==> config.mk <==
export PLATFORM = sky130hd
export DESIGN_NAME = t09_lcd_bus_receiver
export DESIGN_NICKNAME = d
export VERILOG_FILES = /design/src/rtl/t09_lcd_bus_receiver.sv
export SDC_FILE = /design/constraint.sdc
export NUM_CORES = 1
export LEC_CHECK = 0
export CORE_MARGIN = 2
export CORE_UTILIZATION = 63
export DETAILED_ROUTE_END_ITERATION = 10
export GPL_TIMING_DRIVEN = 0
export PLACE_DENSITY = 0.9
export SYNTH_ARGS = -nofsm -noshare
export SYNTH_HDL_FRONTEND = slang
export SYNTH_SLANG_ARGS = --single-unit
==> constraint.sdc <==
create_clock -name clk -period 4.4 [get_ports clk]
set_input_delay 0.66 -clock clk [delete_from_list [all_inputs] [get_ports clk]]
set_output_delay 0.66 -clock clk [all_outputs]
set_load 0.02 [all_outputs]
==> src/rtl/t09_lcd_bus_receiver.sv <==
// ---------------------------------------------------------------------------
// t09_lcd_bus_receiver
//
// Receives the write side of an 8080-style LCD controller bus (the kind of
// bus used by ILI9341-class panels). It decodes command bytes and the
// parameter bytes that follow them. It keeps the column/page address window
// (CASET / PASET) and converts RAMWR (0x2C) data streams into RGB565 pixels
// tagged with their screen coordinates.
//
// The bus is asynchronous to clk. wr, dcx and D are brought into the clk
// domain with two-flop synchronisers. A third wr flop gives the rising-edge
// detector. All outputs are registered, so a pulse shows up on the third
// rising clk edge after wr rises.
//
// Parameters
//   COLS        display width  (reset column window 0..COLS-1)
//   ROWS        display height (reset page window   0..ROWS-1)
//
// Ports
//   clk         system clock, all state on its rising edge
//   nrst        asynchronous active-low reset
//   wr          8080 write strobe, byte taken on its rising edge
//   dcx         0 = command byte, 1 = data/parameter byte
//   D           bus byte
//   cmd_valid   one-cycle pulse per received command byte
//   cmd_code    last command byte, held until the next command
//   pixel_valid one-cycle pulse per completed RGB565 pixel
//   pixel_x     column of the emitted pixel, held between pulses
//   pixel_y     page (row) of the emitted pixel, held between pulses
//   pixel_data  emitted pixel, {first byte, second byte}
//   frame_done  pulse coincident with the last pixel of the window
//   win_err     pulse when a CASET/PASET completes with start > end
// ---------------------------------------------------------------------------
module t09_lcd_bus_receiver #(
  parameter int COLS = 320,
  parameter int ROWS = 240
) (
  input  logic        clk,
  input  logic        nrst,
  input  logic        wr,
  input  logic        dcx,
  input  logic [7:0]  D,
  output logic        cmd_valid,
  output logic [7:0]  cmd_code,
  output logic        pixel_valid,
  output logic [8:0]  pixel_x,
  output logic [8:0]  pixel_y,
  output logic [15:0] pixel_data,
  output logic        frame_done,
  output logic        win_err
);

  // Reset window limits, narrowed to the 9-bit coordinate width.
  localparam logic [8:0] EC_RESET = 9'(COLS - 1);
  localparam logic [8:0] EP_RESET = 9'(ROWS - 1);

  localparam logic [7:0] CMD_SWRESET = 8'h01;
  localparam logic [7:0] CMD_CASET   = 8'h2A;
  localparam logic [7:0] CMD_PASET   = 8'h2B;
  localparam logic [7:0] CMD_RAMWR   = 8'h2C;

  typedef enum logic [2:0] {
    IDLE,
    CASET_P,
    PASET_P,
    RAM_HI,
    RAM_LO,
    IGNORE
  } state_t;

  // -------------------------------------------------------------------------
  // Bus synchronisers
  // -------------------------------------------------------------------------
  logic [2:0] wr_sync;
  logic       dcx_s1, dcx_s2;
  logic [7:0] d_s1, d_s2;
  logic       byte_stb;

  // wr_sync[0] is stage 1, wr_sync[1] is stage 2 and wr_sync[2] is the
  // extra stage used only for edge detection. dcx and D only need the two
  // stages. The write phases are held for at least two clocks, so both
  // have settled by the time stage 2 of wr sees the rising edge.
  always_ff @(posedge clk or negedge nrst) begin
    if (!nrst) begin
      wr_sync <= '0;
      dcx_s1  <= 1'b0;
      dcx_s2  <= 1'b0;
      d_s1    <= '0;
      d_s2    <= '0;
    end else begin
      wr_sync <= {wr_sync[1:0], wr};
      dcx_s1  <= dcx;
      dcx_s2  <= dcx_s1;
      d_s1    <= D;
      d_s2    <= d_s1;
    end
  end

  assign byte_stb = wr_sync[1] & ~wr_sync[2];

  // -------------------------------------------------------------------------
  // State and datapath registers
  // -------------------------------------------------------------------------
  state_t     state, state_nxt;
  logic [1:0] param_cnt, param_cnt_nxt;
  logic [8:0] par_start, par_start_nxt;
  logic       par_end_msb, par_end_msb_nxt;

  // Committed address window, changed only by CASET/PASET/SWRESET.
  logic [8:0] sc, sc_nxt, ec, ec_nxt, sp, sp_nxt, ep, ep_nxt;

  // Window captured at RAMWR. A window change during a RAMWR stream only
  // takes effect at the next RAMWR.
  logic [8:0] act_sc, act_sc_nxt, act_ec, act_ec_nxt;
  logic [8:0] act_sp, act_sp_nxt, act_ep, act_ep_nxt;

  logic [8:0] cur_x, cur_x_nxt, cur_y, cur_y_nxt;
  logic [7:0] hi_byte, hi_byte_nxt;

  logic        cmd_valid_nxt, pixel_valid_nxt, frame_done_nxt, win_err_nxt;
  logic [7:0]  cmd_code_nxt;
  logic [8:0]  pixel_x_nxt, pixel_y_nxt;
  logic [15:0] pixel_data_nxt;

  logic [8:0]  new_end;

  // All registered state. Reset aborts any transaction in flight. The first
  // byte after release is therefore decoded from IDLE with the default window.
  always_ff @(posedge clk or negedge nrst) begin
    if (!nrst) begin
      state       <= IDLE;
      param_cnt   <= '0;
      par_start   <= '0;
      par_end_msb <= 1'b0;
      sc          <= '0;
      ec          <= EC_RESET;
      sp          <= '0;
      ep          <= EP_RESET;
      act_sc      <= '0;
      act_ec      <= EC_RESET;
      act_sp      <= '0;
      act_ep      <= EP_RESET;
      cur_x       <= '0;
      cur_y       <= '0;
      hi_byte     <= '0;
      cmd_valid   <= 1'b0;
      cmd_code    <= '0;
      pixel_valid <= 1'b0;
      pixel_x     <= '0;
      pixel_y     <= '0;
      pixel_data  <= '0;
      frame_done  <= 1'b0;
      win_err     <= 1'b0;
    end else begin
      state       <= state_nxt;
      param_cnt   <= param_cnt_nxt;
      par_start   <= par_start_nxt;
      par_end_msb <= par_end_msb_nxt;
      sc          <= sc_nxt;
      ec          <= ec_nxt;
      sp          <= sp_nxt;
      ep          <= ep_nxt;
      act_sc      <= act_sc_nxt;
      act_ec      <= act_ec_nxt;
      act_sp      <= act_sp_nxt;
      act_ep      <= act_ep_nxt;
      cur_x       <= cur_x_nxt;
      cur_y       <= cur_y_nxt;
      hi_byte     <= hi_byte_nxt;
      cmd_valid   <= cmd_valid_nxt;
      cmd_code    <= cmd_code_nxt;
      pixel_valid <= pixel_valid_nxt;
      pixel_x     <= pixel_x_nxt;
      pixel_y     <= pixel_y_nxt;
      pixel_data  <= pixel_data_nxt;
      frame_done  <= frame_done_nxt;
      win_err     <= win_err_nxt;
    end
  end

  // Next-state and output decode. Everything holds by default and the pulse
  // outputs default low. A command byte always wins over the current state,
  // and clearing param_cnt / re-entering RAM_HI drops any half-collected
  // parameter set or half pixel.
  always_comb begin
    state_nxt       = state;
    param_cnt_nxt   = param_cnt;
    par_start_nxt   = par_start;
    par_end_msb_nxt = par_end_msb;
    sc_nxt          = sc;
    ec_nxt          = ec;
    sp_nxt          = sp;
    ep_nxt          = ep;
    act_sc_nxt      = act_sc;
    act_ec_nxt      = act_ec;
    act_sp_nxt      = act_sp;
    act_ep_nxt      = act_ep;
    cur_x_nxt       = cur_x;
    cur_y_nxt       = cur_y;
    hi_byte_nxt     = hi_byte;
    cmd_valid_nxt   = 1'b0;
    cmd_code_nxt    = cmd_code;
    pixel_valid_nxt = 1'b0;
    pixel_x_nxt     = pixel_x;
    pixel_y_nxt     = pixel_y;
    pixel_data_nxt  = pixel_data;
    frame_done_nxt  = 1'b0;
    win_err_nxt     = 1'b0;
    new_end         = {par_end_msb, d_s2};

    if (byte_stb) begin
      if (!dcx_s2) begin
        cmd_valid_nxt = 1'b1;
        cmd_code_nxt  = d_s2;
        param_cnt_nxt = '0;
        case (d_s2)
          CMD_CASET: state_nxt = CASET_P;
          CMD_PASET: state_nxt = PASET_P;
          CMD_RAMWR: begin
            state_nxt  = RAM_HI;
            cur_x_nxt  = sc;
            cur_y_nxt  = sp;
            act_sc_nxt = sc;
            act_ec_nxt = ec;
            act_sp_nxt = sp;
            act_ep_nxt = ep;
          end
          CMD_SWRESET: begin
            state_nxt = IDLE;
            sc_nxt    = '0;
            ec_nxt    = EC_RESET;
            sp_nxt    = '0;
            ep_nxt    = EP_RESET;
          end
          default: state_nxt = IGNORE;
        endcase
      end else begin
        case (state)
          // Parameter order is start MSB, start LSB, end MSB, end LSB.
          // Only bit 0 of each MSB byte matters for 9-bit coordinates.
          CASET_P, PASET_P: begin
            param_cnt_nxt = param_cnt + 2'd1;
            case (param_cnt)
              2'd0: par_start_nxt[8]   = d_s2[0];
              2'd1: par_start_nxt[7:0] = d_s2;
              2'd2: par_end_msb_nxt    = d_s2[0];
              default: begin
                state_nxt = IDLE;
                if (par_start <= new_end) begin
                  if (state == CASET_P) begin
                    sc_nxt = par_start;
                    ec_nxt = new_end;
                  end else begin
                    sp_nxt = par_start;
                    ep_nxt = new_end;
                  end
                end else begin
                  win_err_nxt = 1'b1;
                end
              end
            endcase
          end
          RAM_HI: begin
            hi_byte_nxt = d_s2;
            state_nxt   = RAM_LO;
          end
          // Emit at the current cursor, then advance in raster order inside
          // the captured window. The last pixel of the window flags
          // frame_done and wraps the cursor back to the window origin.
          RAM_LO: begin
            pixel_valid_nxt = 1'b1;
            pixel_x_nxt     = cur_x;
            pixel_y_nxt     = cur_y;
            pixel_data_nxt  = {hi_byte, d_s2};
            state_nxt       = RAM_HI;
            if (cur_x != act_ec) begin
              cur_x_nxt = cur_x + 9'd1;
            end else if (cur_y != act_ep) begin
              cur_x_nxt = act_sc;
              cur_y_nxt = cur_y + 9'd1;
            end else begin
              cur_x_nxt      = act_sc;
              cur_y_nxt      = act_sp;
              frame_done_nxt = 1'b1;
            end
          end
          default: ;
        endcase
      end
    end
  end

endmodule

==> run_results.csv <==
group,metric,value,unit
sta,rsz0062_at_grt,"false",
synthesis,synth_edf_count,0,
setup_path,crit_path_end_kind,"register",
setup_path,regToRegEndpoint,"sp[7]",
job,maxCapViolCount,0,
cts,insertion_delay,440,ps
setup_path,required,4720,ps
cts,cts_setup_buffers,0,
drt,dr_total_vias,5874,
setup_path,r2r_cells,9,
finish,nets,826,
placed_design,dp.cells,948,
synthesis,ys_seq_area_share,57.3,%
cts,cts_hold_buf,0,
power,ir_drop,0.380,mV
synthesis,yosys_warnings,0,
global_routing,grt_pass1_wl,30900,µm
placed_design,portBuffers,57,
setup_path,cp-start-kind,"register",
cts,clockRootBuffer,"clkbuf_16",
synthesis,synth_area,0.00792,mm²
power,p_seq_share,46.1,%
run_status,status,"finished clean",
die,die_height,116,µm
finish,final.fill_count,690,
global_routing,globalRouteTotalUtil,30.8,%
sta,final-hold-violation-count,0,
min_path,hold_class,"in -> async",
sta,drv_slew,0,
drt,ant_nets,0,
setup_path,r2r_start,"d_s2[4]",
drt,wl,19100,µm
power,power.internal,3.16,mW
die,chipWidth,116,µm
sta,setup_violations,0,
die,die_area,0.0135,mm²
finish,syn2layout_area_growth,17.6,%
die,start_util,65.2,%
global_routing,grt_pass1_vias,6033,
power,p_per_area,500,mW/mm²
drt,wl_per_cell,19.5,µm
die,num_rows,40,
synthesis,synth-seq-cells,180,
power,p_leak,4.37,nW
die,io_pins,58,
power,p_switching,1.50,mW
cts,cts.clk_slew.worst_paths,70,ps
global_routing,grt_max_degree,111,
cts,cts_made_buffers,17,
setup_path,r2r_slack,1440,ps
power,pwr-share-clk,32.0,%
synthesis,ys_types,56,
global_routing,overflow,0,
synthesis,avgSynthCellArea,11.0,µm²
drt,drtIter0Drc,439,
power,p_comb_share,21.9,%
global_routing,antenna_found_initial,0,
sta,worstMarginPinSlew,750,ps
cts,cts_buffer_depth,2,
setup_path,crit_path_start,"d_s2[4]",
drt,viasPerCell,5.99,
drt,drt_pass1_iterations,7,
placed_design,hpwl,12700,µm
synthesis,synth_top_cell_area_share,48.0,%
sta,slew_headroom,49.8,%
power,power.total,4.66,mW
synthesis,synthesis.nets,749,
cts,cts_tree,"done",
finish,mostFrequentLayoutCell,"nand2_1",
die,core-area,0.0122,mm²
finish,multiInputGateArea,0.00312,mm²
finish,final_cell_mix,"nand2_1 (179), dfrtp_1 (152), clkdlybuf4s50_1 (56)",
synthesis,netlist_instances,722,
synthesis,async_flop_share,100,%
cts,post_cts_resized,0,
sta,min_period,2960,ps
finish,regArea,0.00454,mm²
placed_design,place_congestion,0.947,
setup_path,worstPathArrival,3280,ps
synthesis,synthTopCellsByArea,"dfrtp_1 (48%), dfstp_2 (9.3%), nand2_1 (8.5%)",
finish,drive_above_1_share,18.1,%
finish,n_antenna_cell,0,
finish,fin_cells,980,
sta,finalCritPeriodShare,67.2,%
synthesis,synthFlopType,"dfrtp_1",
setup_path,endpoint,"sp[7]",
power,p_sw_share,32.2,%
setup_path,path_max_fanout,10,
setup_path,crit_type,"reg -> reg",
cts,cts_sinks,180,
sta,fin_worst_skew,10.1,ps
synthesis,yosys.area.top_type,"dfrtp_1",
cts,ctsHtreeMaxLevel,4,
sta,fmax,0.338,GHz
drt,drc,0,
[cell usage after synthesis, types with 2 or more instances]
master	n
o21ai_0	38
a21o_1	10
inv_1	19
and2_1	10
mux2_4	8
or2_2	2
nor3b_1	6
or3_1	3
a22oi_1	2
mux2_2	55
buf_2	7
xnor2_1	24
a211oi_1	2
nand4_1	4
nor2_1	30
and3_1	3
nand2b_1	2
ha_1	15
nand3_1	15
mux2i_1	13
xor2_1	9
nor4_1	2
a31oi_1	3
a21oi_1	25
clkbuf_1	26
dfrtp_1	152
nand2_1	179
dfstp_2	28
buf_6	3
[power groups by stage]
stage               registers (mW)  clock network (mW)  logic (mW)
global placement              2.14                   0       0.935
finish                        2.15                1.49        1.02
global route                  2.17                1.56        1.11
floorplan                     2.21                   0       0.525
detailed placement            2.16                   0        1.00
CTS                           2.14                1.49        1.02
[area by class of cell]
cell class / count / share of cell area (%)
buffer: 38 / 1.99
inverter: 20 / 0.859
clock buffer: 17 / 4.57
sequential: 180 / 48.7
tap: 168 / 2.26
timing repair buffer: 58 / 6.47
multi-input combinational: 484 / 33.5
clock inverter: 15 / 1.67
[worst max-delay path: stages, from the launching register on]
cell and delay [ps]:
dfrtp_1 470, inv_1 170, ha_1 360, a211oi_1 270
o21ai_0 170, nand2_1 80, a21oi_1 150, a311oi_4 590
buf_8 260, mux2_4 310
[state kept, by name (all words and copies together), names as in the netlist, 9 cells and up]
name        count
act_ec          9
act_ep          9
act_sc          9
act_sp          9
cur_x           9
cur_y           9
ec              9
ep              9
par_start       9
pixel_data     16
pixel_x         9
pixel_y         9
sc              9
sp              9
[how the worst min path moves through the flow]
stage                        from         to  slack [ps]  cells past startpoint
after CTS                    nrst  act_sp[5]         180                      1
after floorplan           d_s1[0]    d_s2[0]         330                      0
after detailed placement  d_s1[7]    d_s2[7]         330                      0
final                        nrst  act_sp[5]         160                      1
after global placement     dcx_s1     dcx_s2         330                      0
after global routing         nrst  act_sp[5]         200                      1
[per-layer routing]
metal / vias to the layer above / share of wire, % / track usage [%]
li1: 2557 / - / -
met1: 2948 / 39 / 38.4
met2: 293 / 51 / 51.7
met3: 76 / 6.3 / 6.95
met4: 0 / 3.7 / 14.5
met5: - / 0 / 0
[metrics by stage]
step	setup TNS [ps]	hold WS [ps]	util, %	area (µm²)	worst slack, ps
6_report	0	158	76.6	9320	1440
5_1_grt	0	201	76.6	9320	1290
4_1_cts	0	183	76.6	9320	1490
3_5_place_dp	0	335	71.8	8740	1570
3_3_place_gp	-663430	331	71.6	8700	-4020
2_1_floorplan	0	331	-	7920	2020
[logic make-up (layout without fill, tap and decap cells)]
kind of cell,Yosys count,after routing,synth area share (%)
compound gates,92,92,7.31
simple gates,268,268,15.1
mux,76,76,11.0
fa+ha+maj,15,15,2.37
flops,180,180,57.3
xor+xnor,33,33,3.65
buf+inv,58,148,3.35
No activity file was read; power rests on OpenSTA's default activity.
